[src/rtl/mips_pkg.sv]
// mips_pkg
// Shared definitions for the multi-cycle MIPS controller slice:
//   - state_e      : controller state encoding (also exported on state_o)
//   - ALU_*        : 4-bit ALU operation codes understood by the ALU
//   - OP_* / FN_*  : instruction opcode (IR[31:26]) and funct (IR[5:0]) values
//   - PC_SRC_*, SRC_A_*, SRC_B_*, IORD_*, REG_DST_*, WB_* : datapath mux selects
package mips_pkg;

  typedef enum logic [3:0] {
    ST_INIT     = 4'd0,
    ST_FETCH    = 4'd1,
    ST_DECODE   = 4'd2,
    ST_EXEC_R   = 4'd3,
    ST_R_WB     = 4'd4,
    ST_EXEC_I   = 4'd5,
    ST_I_WB     = 4'd6,
    ST_MEM_ADDR = 4'd7,
    ST_MEM_RD   = 4'd8,
    ST_MEM_WB   = 4'd9,
    ST_MEM_WR   = 4'd10,
    ST_BRANCH   = 4'd11,
    ST_JUMP     = 4'd12,
    ST_ILLEGAL  = 4'd13
  } state_e;

  localparam logic [3:0] ALU_ADDU  = 4'd0;
  localparam logic [3:0] ALU_SUBU  = 4'd1;
  localparam logic [3:0] ALU_ORI   = 4'd2;
  localparam logic [3:0] ALU_ADD   = 4'd3;
  localparam logic [3:0] ALU_SUB   = 4'd4;
  localparam logic [3:0] ALU_AND   = 4'd5;
  localparam logic [3:0] ALU_OR    = 4'd6;
  localparam logic [3:0] ALU_XOR   = 4'd7;
  localparam logic [3:0] ALU_NOR   = 4'd8;
  localparam logic [3:0] ALU_SLT   = 4'd9;
  localparam logic [3:0] ALU_SLTU  = 4'd10;
  localparam logic [3:0] ALU_ADDI  = 4'd11;
  localparam logic [3:0] ALU_ADDIU = 4'd12;
  localparam logic [3:0] ALU_ANDI  = 4'd13;
  localparam logic [3:0] ALU_XORI  = 4'd14;

  localparam logic [5:0] OP_RTYPE = 6'h00;
  localparam logic [5:0] OP_J     = 6'h02;
  localparam logic [5:0] OP_BEQ   = 6'h04;
  localparam logic [5:0] OP_BNE   = 6'h05;
  localparam logic [5:0] OP_ADDI  = 6'h08;
  localparam logic [5:0] OP_ADDIU = 6'h09;
  localparam logic [5:0] OP_ANDI  = 6'h0C;
  localparam logic [5:0] OP_ORI   = 6'h0D;
  localparam logic [5:0] OP_XORI  = 6'h0E;
  localparam logic [5:0] OP_LW    = 6'h23;
  localparam logic [5:0] OP_SW    = 6'h2B;

  localparam logic [5:0] FN_ADD  = 6'h20;
  localparam logic [5:0] FN_ADDU = 6'h21;
  localparam logic [5:0] FN_SUB  = 6'h22;
  localparam logic [5:0] FN_SUBU = 6'h23;
  localparam logic [5:0] FN_AND  = 6'h24;
  localparam logic [5:0] FN_OR   = 6'h25;
  localparam logic [5:0] FN_XOR  = 6'h26;
  localparam logic [5:0] FN_NOR  = 6'h27;
  localparam logic [5:0] FN_SLT  = 6'h2A;
  localparam logic [5:0] FN_SLTU = 6'h2B;

  localparam logic [1:0] PC_SRC_ALU    = 2'b00;
  localparam logic [1:0] PC_SRC_ALUOUT = 2'b01;
  localparam logic [1:0] PC_SRC_JUMP   = 2'b10;

  localparam logic       SRC_A_PC  = 1'b0;
  localparam logic       SRC_A_REG = 1'b1;

  localparam logic [1:0] SRC_B_REG     = 2'b00;
  localparam logic [1:0] SRC_B_FOUR    = 2'b01;
  localparam logic [1:0] SRC_B_IMM     = 2'b10;
  localparam logic [1:0] SRC_B_IMM_SH2 = 2'b11;

  localparam logic       IORD_PC     = 1'b0;
  localparam logic       IORD_ALUOUT = 1'b1;

  localparam logic       REG_DST_RT = 1'b0;
  localparam logic       REG_DST_RD = 1'b1;

  localparam logic       WB_ALUOUT = 1'b0;
  localparam logic       WB_MDR    = 1'b1;

endpackage

[src/rtl/mc_alu_dec.sv]
// mc_alu_dec
// Combinational ALU operation decoder for the multi-cycle controller.
// Ports:
//   state_i       in  4  current controller state
//   opcode_i      in  6  instruction opcode
//   funct_i       in  6  instruction funct field
//   alu_op_o      out 4  ALU operation code for this state
//   funct_valid_o out 1  funct is one of the supported R-type functions
module mc_alu_dec
  import mips_pkg::*;
(
  input  state_e     state_i,
  input  logic [5:0] opcode_i,
  input  logic [5:0] funct_i,
  output logic [3:0] alu_op_o,
  output logic       funct_valid_o
);

  logic [3:0] r_op;
  logic [3:0] i_op;

  // R-type funct to ALU op; unsupported functs fall back to ADDU and are
  // flagged so the FSM can divert to ILLEGAL instead of writing back.
  always_comb begin
    r_op          = ALU_ADDU;
    funct_valid_o = 1'b1;
    case (funct_i)
      FN_ADD:  r_op = ALU_ADD;
      FN_ADDU: r_op = ALU_ADDU;
      FN_SUB:  r_op = ALU_SUB;
      FN_SUBU: r_op = ALU_SUBU;
      FN_AND:  r_op = ALU_AND;
      FN_OR:   r_op = ALU_OR;
      FN_XOR:  r_op = ALU_XOR;
      FN_NOR:  r_op = ALU_NOR;
      FN_SLT:  r_op = ALU_SLT;
      FN_SLTU: r_op = ALU_SLTU;
      default: funct_valid_o = 1'b0;
    endcase
  end

  // Immediate-format opcode to ALU op.
  always_comb begin
    i_op = ALU_ADDU;
    case (opcode_i)
      OP_ADDI:  i_op = ALU_ADDI;
      OP_ADDIU: i_op = ALU_ADDIU;
      OP_ANDI:  i_op = ALU_ANDI;
      OP_ORI:   i_op = ALU_ORI;
      OP_XORI:  i_op = ALU_XORI;
      default:  i_op = ALU_ADDU;
    endcase
  end

  // Per-state selection: only the execute and branch states use anything
  // other than ADDU (PC+4, branch target and address arithmetic are all adds).
  always_comb begin
    alu_op_o = ALU_ADDU;
    case (state_i)
      ST_EXEC_R: alu_op_o = r_op;
      ST_EXEC_I: alu_op_o = i_op;
      ST_BRANCH: alu_op_o = ALU_SUBU;
      default:   alu_op_o = ALU_ADDU;
    endcase
  end

endmodule

[src/rtl/mc_ctrl_fsm.sv]
// mc_ctrl_fsm
// Multi-cycle MIPS main controller. Sequences one instruction through
// FETCH -> DECODE -> EXEC/MEM/WB and drives the datapath strobes.
// Optional macro MC_CTRL_ILLEGAL_TRAP_EN: adds illegal_insn output and
// trap_ack input; ILLEGAL then waits for trap_ack instead of acting as a NOP.
// Ports:
//   clk, rst_n          clock (rising edge), async active-low reset
//   opcode, funct       IR[31:26], IR[5:0]
//   zf                  ALU equality flag, used for beq/bne
//   mem_ready           memory completes current access this cycle
//   pc_we, pc_src       PC write enable and source select
//   ir_we, iord         IR write, memory address select
//   mem_rd, mem_wr      memory read / write requests
//   reg_we, reg_dst     register-file write and destination select
//   mem_to_reg          write-back source select
//   alu_src_a/b, alu_op ALU operand selects and operation code
//   state_o             current state for debug
//   illegal_insn/trap_ack (macro only) illegal instruction handshake
module mc_ctrl_fsm
  import mips_pkg::*;
#(
  parameter int unsigned RESET_STATE_HOLD = 1
) (
  input  logic       clk,
  input  logic       rst_n,
  input  logic [5:0] opcode,
  input  logic [5:0] funct,
  input  logic       zf,
  input  logic       mem_ready,
  output logic       pc_we,
  output logic [1:0] pc_src,
  output logic       ir_we,
  output logic       iord,
  output logic       mem_rd,
  output logic       mem_wr,
  output logic       reg_we,
  output logic       reg_dst,
  output logic       mem_to_reg,
  output logic       alu_src_a,
  output logic [1:0] alu_src_b,
  output logic [3:0] alu_op,
  output logic [3:0] state_o
`ifdef MC_CTRL_ILLEGAL_TRAP_EN
  ,
  output logic       illegal_insn,
  input  logic       trap_ack
`endif
);

  localparam logic [3:0] HOLD_LAST = 4'(RESET_STATE_HOLD - 1);

  state_e     state_q, state_d;
  logic [3:0] hold_cnt_q, hold_cnt_d;
  logic       funct_valid;

  mc_alu_dec u_alu_dec (
    .state_i       (state_q),
    .opcode_i      (opcode),
    .funct_i       (funct),
    .alu_op_o      (alu_op),
    .funct_valid_o (funct_valid)
  );

  assign state_o = state_q;

  // State and INIT hold counter. Reset is asynchronous so every strobe drops
  // the moment rst_n falls, even mid memory wait.
  always_ff @(posedge clk or negedge rst_n) begin
    if (!rst_n) begin
      state_q    <= ST_INIT;
      hold_cnt_q <= '0;
    end else begin
      state_q    <= state_d;
      hold_cnt_q <= hold_cnt_d;
    end
  end

  // Next-state and strobe decode. Outputs are Moore on state/opcode except
  // pc_we/ir_we in FETCH (gated by mem_ready) and pc_we in BRANCH (gated by zf).
  always_comb begin
    state_d    = state_q;
    hold_cnt_d = hold_cnt_q;
    pc_we      = 1'b0;
    pc_src     = PC_SRC_ALU;
    ir_we      = 1'b0;
    iord       = IORD_PC;
    mem_rd     = 1'b0;
    mem_wr     = 1'b0;
    reg_we     = 1'b0;
    reg_dst    = REG_DST_RT;
    mem_to_reg = WB_ALUOUT;
    alu_src_a  = SRC_A_PC;
    alu_src_b  = SRC_B_REG;
`ifdef MC_CTRL_ILLEGAL_TRAP_EN
    illegal_insn = 1'b0;
`endif
    case (state_q)
      ST_INIT: begin
        if (hold_cnt_q == HOLD_LAST) begin
          state_d    = ST_FETCH;
          hold_cnt_d = '0;
        end else begin
          hold_cnt_d = hold_cnt_q + 4'd1;
        end
      end
      ST_FETCH: begin
        mem_rd    = 1'b1;
        alu_src_b = SRC_B_FOUR;
        pc_we     = mem_ready;
        ir_we     = mem_ready;
        if (mem_ready) state_d = ST_DECODE;
      end
      ST_DECODE: begin
        // Speculatively compute the branch target into ALUOut.
        alu_src_b = SRC_B_IMM_SH2;
        case (opcode)
          OP_RTYPE:                                   state_d = ST_EXEC_R;
          OP_ADDI, OP_ADDIU, OP_ANDI, OP_ORI, OP_XORI: state_d = ST_EXEC_I;
          OP_LW, OP_SW:                               state_d = ST_MEM_ADDR;
          OP_BEQ, OP_BNE:                             state_d = ST_BRANCH;
          OP_J:                                       state_d = ST_JUMP;
          default:                                    state_d = ST_ILLEGAL;
        endcase
      end
      ST_EXEC_R: begin
        alu_src_a = SRC_A_REG;
        alu_src_b = SRC_B_REG;
        state_d   = funct_valid ? ST_R_WB : ST_ILLEGAL;
      end
      ST_R_WB: begin
        reg_we  = 1'b1;
        reg_dst = REG_DST_RD;
        state_d = ST_FETCH;
      end
      ST_EXEC_I: begin
        alu_src_a = SRC_A_REG;
        alu_src_b = SRC_B_IMM;
        state_d   = ST_I_WB;
      end
      ST_I_WB: begin
        reg_we  = 1'b1;
        state_d = ST_FETCH;
      end
      ST_MEM_ADDR: begin
        alu_src_a = SRC_A_REG;
        alu_src_b = SRC_B_IMM;
        state_d   = (opcode == OP_LW) ? ST_MEM_RD : ST_MEM_WR;
      end
      ST_MEM_RD: begin
        mem_rd = 1'b1;
        iord   = IORD_ALUOUT;
        if (mem_ready) state_d = ST_MEM_WB;
      end
      ST_MEM_WB: begin
        reg_we     = 1'b1;
        mem_to_reg = WB_MDR;
        state_d    = ST_FETCH;
      end
      ST_MEM_WR: begin
        mem_wr = 1'b1;
        iord   = IORD_ALUOUT;
        if (mem_ready) state_d = ST_FETCH;
      end
      ST_BRANCH: begin
        alu_src_a = SRC_A_REG;
        alu_src_b = SRC_B_REG;
        pc_src    = PC_SRC_ALUOUT;
        pc_we     = (opcode == OP_BNE) ? ~zf : zf;
        state_d   = ST_FETCH;
      end
      ST_JUMP: begin
        pc_src  = PC_SRC_JUMP;
        pc_we   = 1'b1;
        state_d = ST_FETCH;
      end
      ST_ILLEGAL: begin
`ifdef MC_CTRL_ILLEGAL_TRAP_EN
        illegal_insn = 1'b1;
        if (trap_ack) state_d = ST_FETCH;
`else
        state_d = ST_FETCH;
`endif
      end
      default: state_d = ST_INIT;
    endcase
  end

endmodule

[config.mk]
export PLATFORM = sky130hd
export DESIGN_NAME = mc_ctrl_fsm
export DESIGN_NICKNAME = d
export VERILOG_FILES = /design/src/rtl/mips_pkg.sv /design/src/rtl/mc_alu_dec.sv /design/src/rtl/mc_ctrl_fsm.sv
export SDC_FILE = /design/constraint.sdc
export NUM_CORES = 1
export LEC_CHECK = 0
export BUFFER_PORTS_ARGS = -buffer_cell sky130_fd_sc_hd__clkbuf_2
export CORE_AREA = 8 8 50 62
export CTS_CLUSTER_DIAMETER = 60
export DETAILED_ROUTE_END_ITERATION = 7
export DIE_AREA = 0 0 58 70
export GPL_TIMING_DRIVEN = 0
export PLACE_DENSITY = 0.82
export SLEW_MARGIN = 20
export SYNTH_ARGS = -nofsm -noshare
export SYNTH_HDL_FRONTEND = slang
export SYNTH_SLANG_ARGS = --single-unit
[constraint.sdc]
create_clock -name clk -period 1.95 [get_ports clk]
set_input_delay 0.39 -clock clk [delete_from_list [all_inputs] [get_ports clk]]
set_output_delay 0.39 -clock clk [all_outputs]
set_load 0.01 [all_outputs]
# After elaboration in Yosys (flattened, before gate mapping)
# Index checks and enable logic that the tools add are counted.
# classes
add_sub_neg	1
n_eq_ne	37
muxes	25
bitwise_logic	1
n_reduce_logical	14
# op_table
op	count
$eq 6x6->1 const B	12
$pmux 4 s9	2
$pmux 4 s5	2
$eq 6x4->1 const B	5
$eq 4x4->1 const B	6
$mux 4	6
$eq 4x3->1 const B	4
$eq 6x3->1 const B	2
$pmux 4 s3	1
$mux 1	10
$reduce_or 10->1	1
$reduce_or 2->1	5
$eq 4x2->1 const B	2
$logic_not 4->1	2
$ne 2x2->1 const B	4
$eq 6x2->1 const B	1
$logic_not 6->1	1
$pmux 2 s3	1
$reduce_or 6->1	1
$reduce_or 5->1	1
$add 4x1->4 const B	1
$eq 4x1->1 const B	1
$pmux 2 s2	1
$reduce_and 4->1	1
5 further kinds	5
# word_totals
register_bits	8
in_bits	16
output_inout_bits	21
elab_cells	80

# Depth between registers and ports, before layout
# logic_depth
word_depth	5
mapped_depth	6
depth_no_buf	6

# Cells and area by module
# Synthesis repeated with hierarchy kept, for this count alone.
# hier_totals
hier_cells	136
hier_area_um2	1046.0
# modules_own_cells
module	instances	cells_per_inst	area_per_inst_um2	seq_area_each_um2
mc_ctrl_fsm	1	103	789.5	200.2
mc_alu_dec	1	33	256.5	0.0

# Worst setup path after synthesis
# No wires, ideal clock.
# synth_path
kind	reg-to-output
startpoint	reg state_q[2] (netlist: state_o[2])
endpoint	out alu_op[2]
t_arrival_ns	1.579
required_ns	1.560
path_slack_ns	-0.019
path_stages_with_launch	6
cell_sequence	dfrtp_1 > or2_1 > buf_2 > nor3_1 > o21ai_1 > o32ai_1
# synth_between
elab_chain_cells	2
# synth_lines
item	line_no	source
start, declared	mc_ctrl_fsm.sv:52	state_e state_q, state_d;
start signal, assigned	mc_ctrl_fsm.sv:73	state_q <= state_d;
$eq 4x4->1 (tied with other cells)	mc_alu_dec.sv:59	case (state_i)
$pmux 4 s3 *	mc_alu_dec.sv:59	
end, declared	mc_ctrl_fsm.sv:41	output logic [3:0] alu_op,
# Every way passes the cells marked *; elsewhere a longest branch is shown, timed or not.

# Worst setup path after layout
# layout_path
startpoint	reg state_q[3] (netlist: state_o[3])
endpoint	out alu_op[0]
# The elaborated chain is that of the path after synthesis.

==> flow_summary_export.csv <==
group,metric,value,unit
timing,holdWs,528,ps
clocking,cts_buffers,3,
placed_design,port_buffers,32,
timing,clock.fmax,467,MHz
placed_design,dp_cells,190,
run,cap_violations,0,
clocking,cts_max_path_buffers,2,
layout,mostFrequentLayoutCell,"clkbuf_2",
global_routing,grt_first_pass_wirelength,5290,µm
power,finalPower,1.67,mW
worst_setup_path,startpoint,"state_o[3]$_DFFE_PN0P_",
layout,final_area,1440,µm²
clocking,htree_levels,1,
worst_setup_path,setup.worst_path.end_class,"primary output",
synthesis,synthesis.nets,155,
synthesis,synth_ff_type,"dfrtp_1",
synthesis,synth_top_area_share,0.200,
layout,area_growth,44.2,%
detailed_routing,drt_iter0_drc,54,
global_routing,grt_max_degree,11,
synthesis,yosysSeqAreaShare,0.200,
detailed_routing,drtPass1Iterations,4,
floorplanning,ios,37,
detailed_routing,wl_per_cell,16.6,µm
timing,finalSetupViolCount,5,
worst_setup_path,crit_path_max_fanout,3,
power,max-vdd-ir-drop,779,µV
hold_path,hold_path_class,"in -> async",
placed_design,pre_cts_slack,-129,ps
synthesis,ys_ff_latch,8,
outcome,violations,"setup timing",
worst_setup_path,rr_startpoint,"state_o[1]$_DFFE_PN0P_",
timing,drv_slew,0,
power,leakage,0.651,nW
timing,min_period,2140,ps
layout,fillers,172,
floorplanning,chipWidth,58,µm
synthesis,synth_area,1000,µm²
detailed_routing,ant_nets,0,
detailed_routing,totalWireLength,3400,µm
floorplanning,die_h,70,µm
power,power.density,1160,nW/µm²
timing,setup_ws,-191,ps
detailed_routing,drc,0,
worst_setup_path,worstSetupPathType,"reg -> out",
synthesis,async_flop_share,1.00,
timing,skew,6.39,ps
floorplanning,die_area,4060,µm²
synthesis,synth_top_cell_by_area,"dfrtp_1",
detailed_routing,vias,1270,
layout,fin_util,0.674,
synthesis,synth_edf_count,0,
clocking,clock_latency,250,ps
detailed_routing,viasPerCell,6.23,
global_routing,antenna_found_initial,0,
floorplanning,coreArea,2140,µm²
clocking,clockRootBuffer,"clkbuf_4",
synthesis,syn_inst,137,
synthesis,ys_warn_count,0,
timing,final.setup.tns,-673,ps
worst_setup_path,critical_path_required,1560,ps
global_routing,grt_pass1_vias,1246,
placed_design,placed_cell_area,1190,µm²
clocking,cts_tree,"yes",
global_routing,grt_remaining_overflow,0,
floorplanning,start_util,0.467,
clocking,cts_sinks,8,
synthesis,synthTopCellsByArea,"dfrtp_1 (20%), nor2b_1 (5.0%), nor3_1 (4.5%)",
clocking,clk_pin_slew_worst_paths,50,ps
timing,final_hold_viol_count,0,
layout,num_antenna_cells,0,
placed_design,dp_hpwl,2350,µm
layout,finalNonFillerCells,204,
global_routing,grtUsageTotal,0.153,
worst_setup_path,arrival,1750,ps
timing,slew_headroom,0.695,
timing,fin_crit_sh,1.10,
timing,worstMarginPinSlew,457,ps
synthesis,ys_types,48,
placed_design,gp_congestion,0.838,
floorplanning,fp-row-count,19,
layout,fin_nets,203,
layout,layout_common_cells,"clkbuf_2 (25), buf_4 (9), nor2_1 (9)",
worst_setup_path,crit_path_start_kind,"flip-flop",
layout,final_layout_size_suffix_gt1_frac,0.415,
synthesis,avgSynthCellArea,7.30,µm²
outcome,status,"finished with violations",
timing,rsz0062_at_grt,"yes",
==> path summary, 6_finish.rpt <==
check	cells past startpoint	slack, ps	end
worst max-delay path	5	-190	alu_op[0]
worst min-delay path	2	530	hold_cnt_q[3]$_DFFE_PN0N_
worst max register to register	7	200	state_o[1]$_DFFE_PN0P_
worst min register to register	1	530	hold_cnt_q[3]$_DFFE_PN0N_
max in group asynchronous	2	1220	state_o[0]$_DFFE_PN0P_
min in group clk	3	530	state_o[0]$_DFFE_PN0P_
==> worst max-delay path: stages, from the launching register on <==
cell      delay (ps)
dfrtp_1          400
nand2b_4         160
or4_4            490
o31a_1           260
o21ai_2           60
buf_2            140
==> registers in the layout (all words and copies together) (netlist names) <==
signal / flops
hold_cnt_q: 4
state_o: 4
==> logic make-up (layout without fill, tap and decap cells) <==
logic type	Yosys count	after routing	share of synthesized area
flip-flops	8	8	0.200
XOR/XNOR	4	4	0.0350
adder cells (fa/ha/maj)	2	2	0.0250
AO/OA/AOI/OAI	41	41	0.274
buffers and inverters	20	66	0.0839
AND/OR/NAND/NOR	61	61	0.370
multiplexers	1	1	0.0113
==> layout make-up <==
class | count | area, µm² | area share
clock buffers | 3 | 22.5 | 0.0156
inverters | 10 | 40.0 | 0.0278
plain buffers | 9 | 72.6 | 0.0503
flip-flops and latches | 8 | 204 | 0.141
well taps | 21 | 26.3 | 0.0182
multi-input cells | 109 | 812 | 0.563
repair buffers | 44 | 264 | 0.183
==> repair_timing <==
item	in CTS	in global routing
gates resized for setup	21	22
hold endpoints to repair	8	0
hold buffers	1	0
buffers inserted	8	3
endpoints found under the setup margin	10	8
pin swaps	5	3
==> Yosys cell counts (2+ instances only) <==
library cell,instances
a211oi_1,2
a21oi_1,7
a32oi_1,2
buf_2,4
clkbuf_1,4
dfrtp_1,8
ha_1,2
inv_1,8
inv_2,2
nand2_1,7
nand2b_1,5
nand3_1,3
nand4_1,2
nor2_1,9
nor2b_1,8
nor3_1,9
nor3b_1,3
nor4_1,2
nor4b_1,2
o21ai_0,7
o21ai_1,3
o22ai_1,5
o31a_1,2
o41ai_1,3
or3_1,2
xnor2_1,4
==> routing by layer <==
layer | GRT usage | part of all wire | vias up
met2 | 0.305 | 0.55 | 57
met4 | 0.0546 | 0.019 | 0
met5 | 0 | 0 | -
met3 | 0.0366 | 0.075 | 10
li1 | - | - | 605
met1 | 0.140 | 0.36 | 598
==> power breakdown <==
part | internal, mW | switching [mW] | leakage (nW) | total (mW)
combinational | 0.577 | 0.708 | 0.535 | 1.28
sequential | 0.209 | 0.0525 | 0.103 | 0.261
clock | 0.0699 | 0.0489 | 0.0138 | 0.119
total | 0.856 | 0.809 | 0.651 | 1.67
No activity file was read; power rests on OpenSTA's default activity.
